`config.mk`:
```
export PLATFORM = sky130hd
export DESIGN_NAME = mips_mc_main_control
export DESIGN_NICKNAME = d
export VERILOG_FILES = /design/src/rtl/mips_mc_main_control.sv
export SDC_FILE = /design/constraint.sdc
export NUM_CORES = 1
export LEC_CHECK = 0
export CORE_ASPECT_RATIO = 1.4
export CORE_MARGIN = 4
export CORE_UTILIZATION = 34
export CTS_CLUSTER_SIZE = 24
export DETAILED_ROUTE_END_ITERATION = 6
export GPL_TIMING_DRIVEN = 0
export PLACE_DENSITY = 0.64
export SYNTH_ARGS = -nofsm -noshare
export SYNTH_HDL_FRONTEND = slang
export SYNTH_SLANG_ARGS = --single-unit
export TNS_END_PERCENT = 5
```
`constraint.sdc`:
```
create_clock -name clk -period 3.2 [get_ports clk]
set_clock_uncertainty 0.15 [all_clocks]
set_input_delay 0.32 -clock clk [delete_from_list [all_inputs] [get_ports clk]]
set_output_delay 0.32 -clock clk [all_outputs]
set_load 0.005 [all_outputs]
```
`src/rtl/mips_mc_main_control.sv`:
```
// Main control FSM for the multi-cycle MIPS core.
// Sequences fetch/decode/execute/memory/writeback, drives every datapath
// enable and mux select, and is the driving end of the ALU control
// interface (alu_op/alu_funct). Stalls on a req/ack memory handshake,
// counts retired instructions and traps illegal opcodes.
//
// Ports:
//   clk, rst_n        clock (rising edge), async active-low reset
//   opcode, funct     IR[31:26], IR[5:0]
//   zero              ALU zero flag (used by datapath with pc_write_cond)
//   mem_ack           memory completes current request this cycle
//   mem_req, mem_we   memory request and write qualifier
//   i_or_d            address select: 0 = PC, 1 = ALUOut
//   ir_write          load IR
//   pc_write          unconditional PC load
//   pc_write_cond     PC load when zero
//   pc_src            00 ALU result, 01 ALUOut, 10 jump target
//   alu_src_a         0 PC, 1 reg A
//   alu_src_b         00 reg B, 01 const 4, 10 imm, 11 imm<<2
//   ext_zero          zero-extend (1) / sign-extend (0) immediate
//   alu_op            00 use alu_funct, 01 SUB, 10 OR, 11 ADD
//   alu_funct         ALU code when alu_op = 00, else 000
//   reg_write         register file write
//   reg_dst           0 rt, 1 rd
//   mem_to_reg        0 ALUOut, 1 MDR
//   illegal_op        trap flag, held until reset
//   retired           completed-instruction count (wraps)
module mips_mc_main_control #(
  parameter int unsigned RETIRE_W = 32
) (
  input  logic                clk,
  input  logic                rst_n,
  input  logic [5:0]          opcode,
  input  logic [5:0]          funct,
  input  logic                zero,
  input  logic                mem_ack,
  output logic                mem_req,
  output logic                mem_we,
  output logic                i_or_d,
  output logic                ir_write,
  output logic                pc_write,
  output logic                pc_write_cond,
  output logic [1:0]          pc_src,
  output logic                alu_src_a,
  output logic [1:0]          alu_src_b,
  output logic                ext_zero,
  output logic [1:0]          alu_op,
  output logic [2:0]          alu_funct,
  output logic                reg_write,
  output logic                reg_dst,
  output logic                mem_to_reg,
  output logic                illegal_op,
  output logic [RETIRE_W-1:0] retired
);

  localparam logic [5:0] OP_R    = 6'b000000;
  localparam logic [5:0] OP_LW   = 6'b100011;
  localparam logic [5:0] OP_SW   = 6'b101011;
  localparam logic [5:0] OP_BEQ  = 6'b000100;
  localparam logic [5:0] OP_ADDI = 6'b001000;
  localparam logic [5:0] OP_ORI  = 6'b001101;
  localparam logic [5:0] OP_J    = 6'b000010;

  typedef enum logic [3:0] {
    S_IDLE,
    S_FETCH,
    S_DECODE,
    S_MEMADR,
    S_MEMRD,
    S_MEMWB,
    S_MEMWR,
    S_EXEC,
    S_ALUWB,
    S_BRANCH,
    S_IEXEC,
    S_IWB,
    S_JUMP,
    S_TRAP
  } state_t;

  state_t state;
  state_t state_nxt;
  logic   retire_evt;

  // zero is consumed by the datapath; funct[5:3] has no ALU code meaning here.
  logic unused_ok;
  assign unused_ok = &{1'b0, zero, funct[5:3]};

  always_ff @(posedge clk or negedge rst_n) begin
    if (!rst_n) begin
      state <= S_IDLE;
    end else begin
      state <= state_nxt;
    end
  end

  always_ff @(posedge clk or negedge rst_n) begin
    if (!rst_n) begin
      retired <= '0;
    end else if (retire_evt) begin
      retired <= retired + RETIRE_W'(1);
    end
  end

  always_comb begin
    state_nxt     = state;
    retire_evt    = 1'b0;
    mem_req       = 1'b0;
    mem_we        = 1'b0;
    i_or_d        = 1'b0;
    ir_write      = 1'b0;
    pc_write      = 1'b0;
    pc_write_cond = 1'b0;
    pc_src        = 2'b00;
    alu_src_a     = 1'b0;
    alu_src_b     = 2'b00;
    ext_zero      = 1'b0;
    alu_op        = 2'b11;
    alu_funct     = 3'b000;
    reg_write     = 1'b0;
    reg_dst       = 1'b0;
    mem_to_reg    = 1'b0;
    illegal_op    = 1'b0;

    unique case (state)
      S_IDLE: begin
        alu_op    = 2'b00;
        state_nxt = S_FETCH;
      end
      S_FETCH: begin
        mem_req = 1'b1;
        // IR/PC loads are Mealy: they fire only in the acked cycle.
        if (mem_ack) begin
          ir_write  = 1'b1;
          pc_write  = 1'b1;
          alu_src_b = 2'b01;
          pc_src    = 2'b00;
          state_nxt = S_DECODE;
        end
      end
      S_DECODE: begin
        alu_src_b = 2'b11;
        case (opcode)
          OP_LW, OP_SW:    state_nxt = S_MEMADR;
          OP_R:            state_nxt = S_EXEC;
          OP_BEQ:          state_nxt = S_BRANCH;
          OP_ADDI, OP_ORI: state_nxt = S_IEXEC;
          OP_J:            state_nxt = S_JUMP;
          default:         state_nxt = S_TRAP;
        endcase
      end
      S_MEMADR: begin
        alu_src_a = 1'b1;
        alu_src_b = 2'b10;
        state_nxt = (opcode == OP_SW) ? S_MEMWR : S_MEMRD;
      end
      S_MEMRD: begin
        mem_req = 1'b1;
        i_or_d  = 1'b1;
        if (mem_ack) begin
          state_nxt = S_MEMWB;
        end
      end
      S_MEMWB: begin
        reg_write  = 1'b1;
        mem_to_reg = 1'b1;
        state_nxt  = S_FETCH;
        retire_evt = 1'b1;
      end
      S_MEMWR: begin
        mem_req = 1'b1;
        mem_we  = 1'b1;
        i_or_d  = 1'b1;
        if (mem_ack) begin
          state_nxt  = S_FETCH;
          retire_evt = 1'b1;
        end
      end
      S_EXEC: begin
        alu_src_a = 1'b1;
        alu_op    = 2'b00;
        alu_funct = funct[2:0];
        state_nxt = S_ALUWB;
      end
      S_ALUWB: begin
        reg_write  = 1'b1;
        reg_dst    = 1'b1;
        state_nxt  = S_FETCH;
        retire_evt = 1'b1;
      end
      S_BRANCH: begin
        alu_src_a     = 1'b1;
        alu_op        = 2'b01;
        pc_write_cond = 1'b1;
        pc_src        = 2'b01;
        state_nxt     = S_FETCH;
        retire_evt    = 1'b1;
      end
      S_IEXEC: begin
        alu_src_a = 1'b1;
        alu_src_b = 2'b10;
        if (opcode == OP_ORI) begin
          alu_op   = 2'b10;
          ext_zero = 1'b1;
        end
        state_nxt = S_IWB;
      end
      S_IWB: begin
        reg_write  = 1'b1;
        state_nxt  = S_FETCH;
        retire_evt = 1'b1;
      end
      S_JUMP: begin
        pc_write   = 1'b1;
        pc_src     = 2'b10;
        state_nxt  = S_FETCH;
        retire_evt = 1'b1;
      end
      S_TRAP: begin
        illegal_op = 1'b1;
      end
      default: begin
        alu_op    = 2'b00;
        state_nxt = S_IDLE;
      end
    endcase
  end

endmodule

```
==> results, run 1 <==
- In the final layout, the multi-input gates occupy 0.00115 sq mm.
- The HPWL reported at the end of detailed placement is 3930 microns.
- Along the worst path, the maximum fanout reaches 10.
- The share of final-layout standard cells stronger than drive strength 1 is 0.0850.
- Setup violations remaining at the end of the flow were counted as 0.
- The detailed router placed 1924 vias in this run.
- The top cell types in the final layout, fill and taps aside, are sky130_fd_sc_hd__clkdlybuf4s50_1, sky130_fd_sc_hd__dfrtp_1, sky130_fd_sc_hd__xnor2_1, sky130_fd_sc_hd__nand2_1, sky130_fd_sc_hd__nand4_1.
- The post-synth net total is 241.
- In the synthesized netlist, the number of instances is 224.
- The root buffer cell chosen for the clock tree is sky130_fd_sc_hd__clkbuf_8.
- The flow ran to the end, but the final reports show violations.
- The startpoint identified for the worst register-to-register timing path is state[2].
- Entering global routing, the biggest net connects 37 pins.
- The fraction of the core area covered by cells at the end of the flow is 0.480.
- The count of fill cells added during filler insertion is 584.
- A synthesized cell averages 9.59 sq um.
- The violation count after the first detailed-routing iteration is 119.
- Data arrives at the worst endpoint at 2430 ps.
- Counting flops with a built-in enable in the synthesized netlist gives 0.
- The warning count from the yosys run is 0.
- The number of clock sinks is 36.
- For the pin with the worst max-slew slack, the measured transition is 803 ps.
- The chip height is 102 microns.
- Across the whole layout, storage elements account for 901 sq um.
- In this run the critical register-to-register path is captured at retired[29].
- The number of nets still failing antenna checks after routing is 0.
- The vias per cell is 5.26.
- The worst hold-check slack is -28.5 ps.
- The share of flip-flops with an asynchronous set or reset is 1.00.
- The overall routing resource usage is 0.138.
- The peak clock frequency supported by timing is 345 MHz.
- STA classifies the critical path endpoint as an output port.
- The count of state elements after synthesis is 36.
- Leaving out fill and tap cells, the most frequent cell in the layout is sky130_fd_sc_hd__clkdlybuf4s50_1.
- VDD sags by at most 0.000473 V.
- The clock latency at the later pin of the worst-skew pair is 280 ps.
- The overall die area is 0.00767 sq mm.
- The total global routing overflow is 0.
- The minimum setup slack among reg-to-reg paths is 1020 ps.
- The number of global-route vias before repair is 1880.
- After synthesis the cells add up to 0.00215 sq mm.
- The max-slew violation total from the final report is 0.
- The share of the clock period used by the worst path after layout is 0.906.
- The initial antenna violation count is 0.
- Setup repair after global routing left no endpoint under its margin.
- The checks that failed: hold timing.
- Dividing the detail-routed wire length by the instance count gives 14.3 microns.
- The top-level port count is 69.
- The placement row count is 34.
- The die is 75.2 microns wide.
- The kind of critical path is register to output port.
- Buffers inserted to repair hold after CTS numbered 0.
- The design area is 0.00296 sq mm.
- The synthesis-to-layout area growth is 37.9%.
- After the last flow step, the layout net total stands at 310.
- The tightest slew margin relative to the limit is 0.465.
- During placement, the flow inserted port buffers numbering 62.
- The portion of the post-synthesis area used by sequential elements is 0.419.
- The quantity of gates resized following cts is 0.
- Counting cells, the worst reg-to-reg path comes to 7.
- The floorplan step defined a core boundary enclosing 0.00617 sq mm.
- After detailed routing, the number of remaining DRC violations is 0.
- The worst setup path is launched from a register.
- The first global-routing pass estimated 8510 microns of wire.
- In this run the post-CTS setup repair buffer count came out at 0.
- In this run, CTS created clock tree buffers numbering 5.
- After clock tree synthesis, the clock-pin slew on the worst setup and hold paths is 70 ps.
- Data on the critical path is required at its endpoint by 2730 ps.
- The starting utilization of the core area is 0.348.
- The clock passes through at most 2 buffers.
- Counting I/O delays and the setup requirement, the final critical path takes 2900 ps.
- The post-placement cell area is 0.00285 sq mm.
- The final estimated routing congestion in global placement is 0.884.
- Power spread over the standard cell area amounts to 654 mW/mm^2.
- The H-tree level count is 2.
- The number of antenna diodes in the final layout is 0.
- The number of hold violations in the final report is 36.
- In this run the static leakage power is 1.21 nW.
- Adding up every negative setup slack in the final design gives 0 ps.
- The tightest min-delay check is of the primary input to async pin type.
- The number of distinct standard cells referenced by the synthesized netlist is 45.
- The iteration count of the initial detailed-routing pass is 4.
- TritonCTS built the clock tree.
- The most used flip-flop cell after synthesis is sky130_fd_sc_hd__dfrtp_1.
- After detailed routing, the total wire length is 5240 microns.
- The tool flagged a number of max-cap violations equal to 0.
state kept, by name (all words and copies together) (netlist names):
signal / flops
state: 4
retired: 32
how the worst max path moves through the flow:
stage | start | to | slack, ps | cells after the start
2_1_floorplan | state[3] | retired[29] | 1280 | 7
3_5_place_dp | opcode[3] | alu_op[0] | 560 | 6
5_1_grt | state[1] | alu_src_a | 110 | 6
4_1_cts | state[1] | alu_src_a | 300 | 6
6_report | state[1] | alu_src_a | 300 | 6
3_3_place_gp | opcode[0] | alu_op[0] | 550 | 6
stage by stage:
step                total power, mW  std cells  setup WS [ps]  hold WS (ps)
floorplan                      1.16        224           1280          -126
global placement               1.56        358            552           325
detailed placement             1.56        358            564           311
CTS                            1.97        366            298          6.16
global route                   2.09        366            112          41.7
finish                         1.94        366            302         -28.5
synth_stat cells (all sizes together) (3+ instances only):
master | count | area, sq um
buf | 9 | 58.8
a21oi | 4 | 20.0
nand2b | 6 | 45.0
and2 | 6 | 37.5
xnor2 | 30 | 263
clkbuf | 7 | 26.3
and3 | 6 | 37.5
nor2b | 4 | 25.0
nor3 | 7 | 51.3
nand2 | 18 | 67.6
dfrtp | 36 | 901
nand4 | 16 | 100
nand3 | 14 | 70.1
xor2 | 4 | 35.0
nor4 | 3 | 18.8
and4 | 4 | 35.0
nor2 | 12 | 45.0
o21ai | 8 | 40.0
routing by layer:
metal,up-vias,track usage,routed length (microns)
met5,-,0,0
met1,927,0.167,2180
met2,63,0.244,2700
met4,0,0.0404,50
met3,4,0.0266,304
li1,930,-,-
area by class of cell:
| class | count | area share |
|---|---|---|
| multi-input cells | 170 | 0.390 |
| flip-flops and latches | 36 | 0.304 |
| repair buffers | 62 | 0.208 |
| well taps | 72 | 0.0304 |
| plain buffers | 16 | 0.0287 |
| clock buffers | 6 | 0.0245 |
| clock inverters | 2 | 0.0118 |
| inverters | 2 | 0.00253 |
kinds of logic (layout without fill, tap and decap cells):
logic type | Yosys count | count (layout) | synth area share
buffers and inverters | 18 | 88 | 0.0431
DFF | 36 | 36 | 0.419
and+or+nand+nor | 105 | 105 | 0.290
adders and majority gates | 1 | 1 | 0.00582
xor gates and xnor gates | 34 | 34 | 0.139
AOI/OAI and AO/OA | 27 | 27 | 0.0885
muxes | 3 | 3 | 0.0146
where the power goes:
group          switching [mW]  total, mW  internal (mW)
Clock                   0.161      0.392          0.231
Combinational           0.449      0.945          0.496
Sequential             0.0807      0.600          0.520
Total                   0.691       1.94           1.25
worst max-delay path, cell delays in order (launching register included):
cell and delay, ps:
sky130_fd_sc_hd__dfrtp_1 440, sky130_fd_sc_hd__clkbuf_1 360, sky130_fd_sc_hd__clkbuf_1 420, sky130_fd_sc_hd__mux2i_1 240, sky130_fd_sc_hd__nand2_1 60, sky130_fd_sc_hd__o21ai_0 90, sky130_fd_sc_hd__clkdlybuf4s50_1 530
No activity file was read; power rests on OpenSTA's default activity.
==> run 2: changes to the inputs <==
--- a/config.mk
+++ b/config.mk
@@ -5,10 +5,11 @@
 export SDC_FILE = /design/constraint.sdc
 export NUM_CORES = 1
 export LEC_CHECK = 0
+export ABC_AREA = 0
 export CORE_ASPECT_RATIO = 1.4
 export CORE_MARGIN = 4
 export CORE_UTILIZATION = 34
-export CTS_CLUSTER_SIZE = 24
+export CTS_CLUSTER_SIZE = 8
 export DETAILED_ROUTE_END_ITERATION = 6
 export GPL_TIMING_DRIVEN = 0
 export PLACE_DENSITY = 0.64
==> results of run 2 <==
No change in the layout: final DEF, timing and power equal those of run 1.
==> run 3: changes to the inputs <==
--- a/config.mk
+++ b/config.mk
@@ -13,6 +13,7 @@
 export DETAILED_ROUTE_END_ITERATION = 6
 export GPL_TIMING_DRIVEN = 0
 export PLACE_DENSITY = 0.64
+export SETUP_SLACK_MARGIN = 0.3
 export SYNTH_ARGS = -nofsm -noshare
 export SYNTH_HDL_FRONTEND = slang
 export SYNTH_SLANG_ARGS = --single-unit
==> run 3 against run 2 <==
  * The flow still finishes with violations (hold timing)
  * Final area about the same
  * Register-to-register slack about the same
  * Critical path depth decreased by 2
  * Total power increased by 0.25%
  * Final cell count unchanged
  * Count of clock-buffer cells in the layout unchanged
  * Die area unchanged
  * First-iteration DRC count increased by 3.4%
  * Global-route usage unchanged
  * Via count increased by 0.99%
  * Sequential power about the same
  * Routed wire length about the same
  * Critical path type unchanged
  * Critical endpoint is now alu_op[1]
  * Largest cell class unchanged
  * Highest routed layer unchanged
==> results, run 3 (synthesis gave the netlist of run 1 again) <==
- The top-level port count was 69 (unchanged).
- The pre-CTS setup slack was 564 ps (unchanged).
- The first-pass GRT wire length came to 8510 microns (unchanged).
- The number of input and output port buffers inserted is 62 (unchanged).
- The vias per cell is 5.31 (+0.99%).
- The antenna cell count was 0 (unchanged).
- The critical path goes through clkbuf_1 -> clkbuf_1 -> o311a_1 -> clkdlybuf4s50_1.
- The buffer count from post-CTS setup fixing came to 0 (unchanged).
- The pin count of the biggest net entering global routing was 37 (unchanged).
- The worst endpoint required time is 2730 ps (about the same).
- The total core area came to 0.00617 sq mm (unchanged).
- The kind of critical path is register to output port.
- The flow ran to the end, but the final reports show violations.
- The element type at the critical path end is an output port.
- The mean routed wirelength per cell is 14.3 microns (about the same).
- The highest net fanout along the worst path is 10 (unchanged).
- The sequential share of power is 0.309 (about the same).
- The overall die area is 0.00767 sq mm (unchanged).
- The final period demand of the worst path was 2630 ps (-271 ps).
- More flip-flops sit in one register than any other, and that register is retired.
- The HPWL reported at the end of detailed placement is 3930 microns (unchanged).
- The final count of negative-setup-slack endpoints came to 0 (unchanged).
- The final estimated routing congestion in global placement is 0.884 (unchanged).
- The post-layout worst setup margin is 573 ps (+271 ps).
- The iteration count of the initial detailed-routing pass is 4 (unchanged).
- The count of fill cells added during filler insertion is 584 (unchanged).
- The quantity of gates resized following cts is 1 (+1).
- The largest delay contributor family on the critical path is buffers and inverters.
- The peak clock frequency supported by timing is 381 MHz (+10%).
- The most common cell after layout, fill and taps aside is sky130_fd_sc_hd__clkdlybuf4s50_1.
- Among the stages of the critical path, the cell type that occurs most often is sky130_fd_sc_hd__clkbuf_1.
- The total global routing overflow is 0 (unchanged).
- The clock latency at the later pin of the worst-skew pair is 280 ps (about the same).
- The total wirelength of the detailed-routed design is 5240 microns (about the same).
- The placement row count is 34 (unchanged).
- The tightest slew margin relative to the limit is 0.465 (about the same).
- The post-placement cell area is 0.00285 sq mm (unchanged).
- The number of hold violations in the final report was 36 (unchanged).
- The number of clock sinks is 36 (unchanged).
- The starting utilization of the core area is 0.348 (unchanged).
- The switching power summed over all nets came to 692 uW (+0.24%).
- The max-slew violation total from the final report came to 0 (unchanged).
- The violation count after the first detailed-routing iteration is 123 (+3.4%).
- For this design, the slowest cell found on the critical path is sky130_fd_sc_hd__clkdlybuf4s50_1.
- The measured slew at the worst slew-check pin is 803 ps (+0.225 ps).
- The number of global-route vias before repair came to 1880 (unchanged).
- The checks that failed: hold timing.
- The total of hold buffers inserted after clock tree synthesis is 0 (unchanged).
- The critical path buffer and inverter count is 3 (unchanged).
- The H-tree level count is 2 (unchanged).
- The areal power density over the cells is 655 mW/mm^2 (+0.16%).
- The share of the clock period used by the worst path after layout is 0.821 (-0.0848).
- The relative contribution of the clock network to total power came to 0.203 (about the same).
- The combinational fraction of design power is 0.488 (about the same).
- The path class of the tightest hold or removal check is primary input to async pin.
- Setup repair after global routing left no endpoint under its margin.
- The TritonCTS buffer count was 5 (unchanged).
- The critical path launch point is state[0].
- The chip height is 102 microns (unchanged).
- The final net count is 310 (unchanged).
- TritonCTS built the clock tree.
- The clock root buffer is sky130_fd_sc_hd__clkbuf_8.
- The clock edge transition at the registers on the reported setup and hold paths is 70 ps (about the same).
- The initial antenna violation count was 0 (unchanged).
- STA classifies the critical path startpoint as a register.
- The number of flip-flops in the largest register is 32 (unchanged).
- The highest ir drop seen on vdd is 0.000475 V (+0.44%).
- The share of final-layout standard cells stronger than drive strength 1 is 0.0918 (+0.00680).
- The beginning of the worst register-to-register path is state[2].
- The design area is 0.00296 sq mm (about the same).
- The via count is 1943 (+0.99%).
- The internal power contribution is 1.25 mW (+0.25%).
- The number of instances in the placed design came to 358 (unchanged).
- The total of max-cap violations came to 0 (unchanged).
- The horizontal die dimension is 75.2 microns (unchanged).
- The number of buffers on the longest clock path is 2 (unchanged).
- The synthesis-to-layout area growth is 38.0% (about the same).
- The remaining routing DRC violations was 0 (unchanged).
- The data arrival time of the critical path is 2160 ps (-270 ps).
- The critical path's largest stage delay is 500 ps (-30 ps).
- The overall routing resource usage came to 0.138 (unchanged).
- The worst hold-check slack was -29.2 ps (-0.747 ps).
- The largest registers in the layout are retired x32, state x4.
- The number of nets still failing antenna checks after routing is 0 (unchanged).
- The top cell types in the final layout, fill and taps aside, are sky130_fd_sc_hd__clkdlybuf4s50_1, sky130_fd_sc_hd__dfrtp_1, sky130_fd_sc_hd__xnor2_1, sky130_fd_sc_hd__nand2_1, sky130_fd_sc_hd__nand4_1.
- The post-layout instance count excluding filler cells came to 366 (unchanged).
- The aggregate negative setup slack is 0 ps (unchanged).
- The static leakage is 1.21 nW (+0.54%).
- The switching share of power is 0.356 (about the same).
==> run 3: cell counts in the layout (fill, tap and decap cells not counted) <==
No cell type changed its count.
==> run 3: metal layers <==
layer | vias up | global-route usage | share of wire
li1 | 928 | - | -
met1 | 949 | 0.167 | 0.42
met2 | 62 | 0.244 | 0.52
met3 | 4 | 0.0266 | 0.057
met4 | 0 | 0.0404 | 0.0095
met5 | - | 0 | 0
==> run 3: path summary, 6_finish.rpt <==
kind | depth (start not counted) | endpoint | slack, ps
worst min register to register | 1 | retired[31] | 340
min in group clk | 1 | retired[31] | 340
worst min-delay path | 1 | retired[5] | -30
worst max-delay path | 4 | alu_op[1] | 570
max in group asynchronous | 1 | retired[0] | 2420
worst max register to register | 7 | retired[29] | 1020
==> run 3: power groups by stage <==
stage / sequential (mW) / combinational (mW) / clock, mW
2_1_floorplan: 0.596 / 0.561 / 0
3_3_place_gp: 0.613 / 0.944 / 0
3_5_place_dp: 0.612 / 0.947 / 0
4_1_cts: 0.603 / 0.959 / 0.405
5_1_grt: 0.612 / 1.05 / 0.425
6_report: 0.600 / 0.948 / 0.394
==> run 3: layout make-up <==
class | instances | area (sq um) | area share
buffer | 16 | 87.6 | 0.0295
clock buffer | 6 | 72.6 | 0.0245
multi-input combinational | 170 | 1150 | 0.390
sequential | 36 | 901 | 0.304
clock inverter | 2 | 35.0 | 0.0118
tap | 72 | 90.1 | 0.0304
timing repair buffer | 62 | 616 | 0.208
inverter | 2 | 7.51 | 0.00253
==> run 3: stage by stage <==
step	hold slack [ps]	utilization	total power, mW
after floorplan	-126	-	1.16
after global placement	325	0.463	1.56
after detailed placement	311	0.463	1.56
after CTS	6.16	0.480	1.97
after global routing	41.7	0.481	2.09
final	-29.2	0.481	1.94
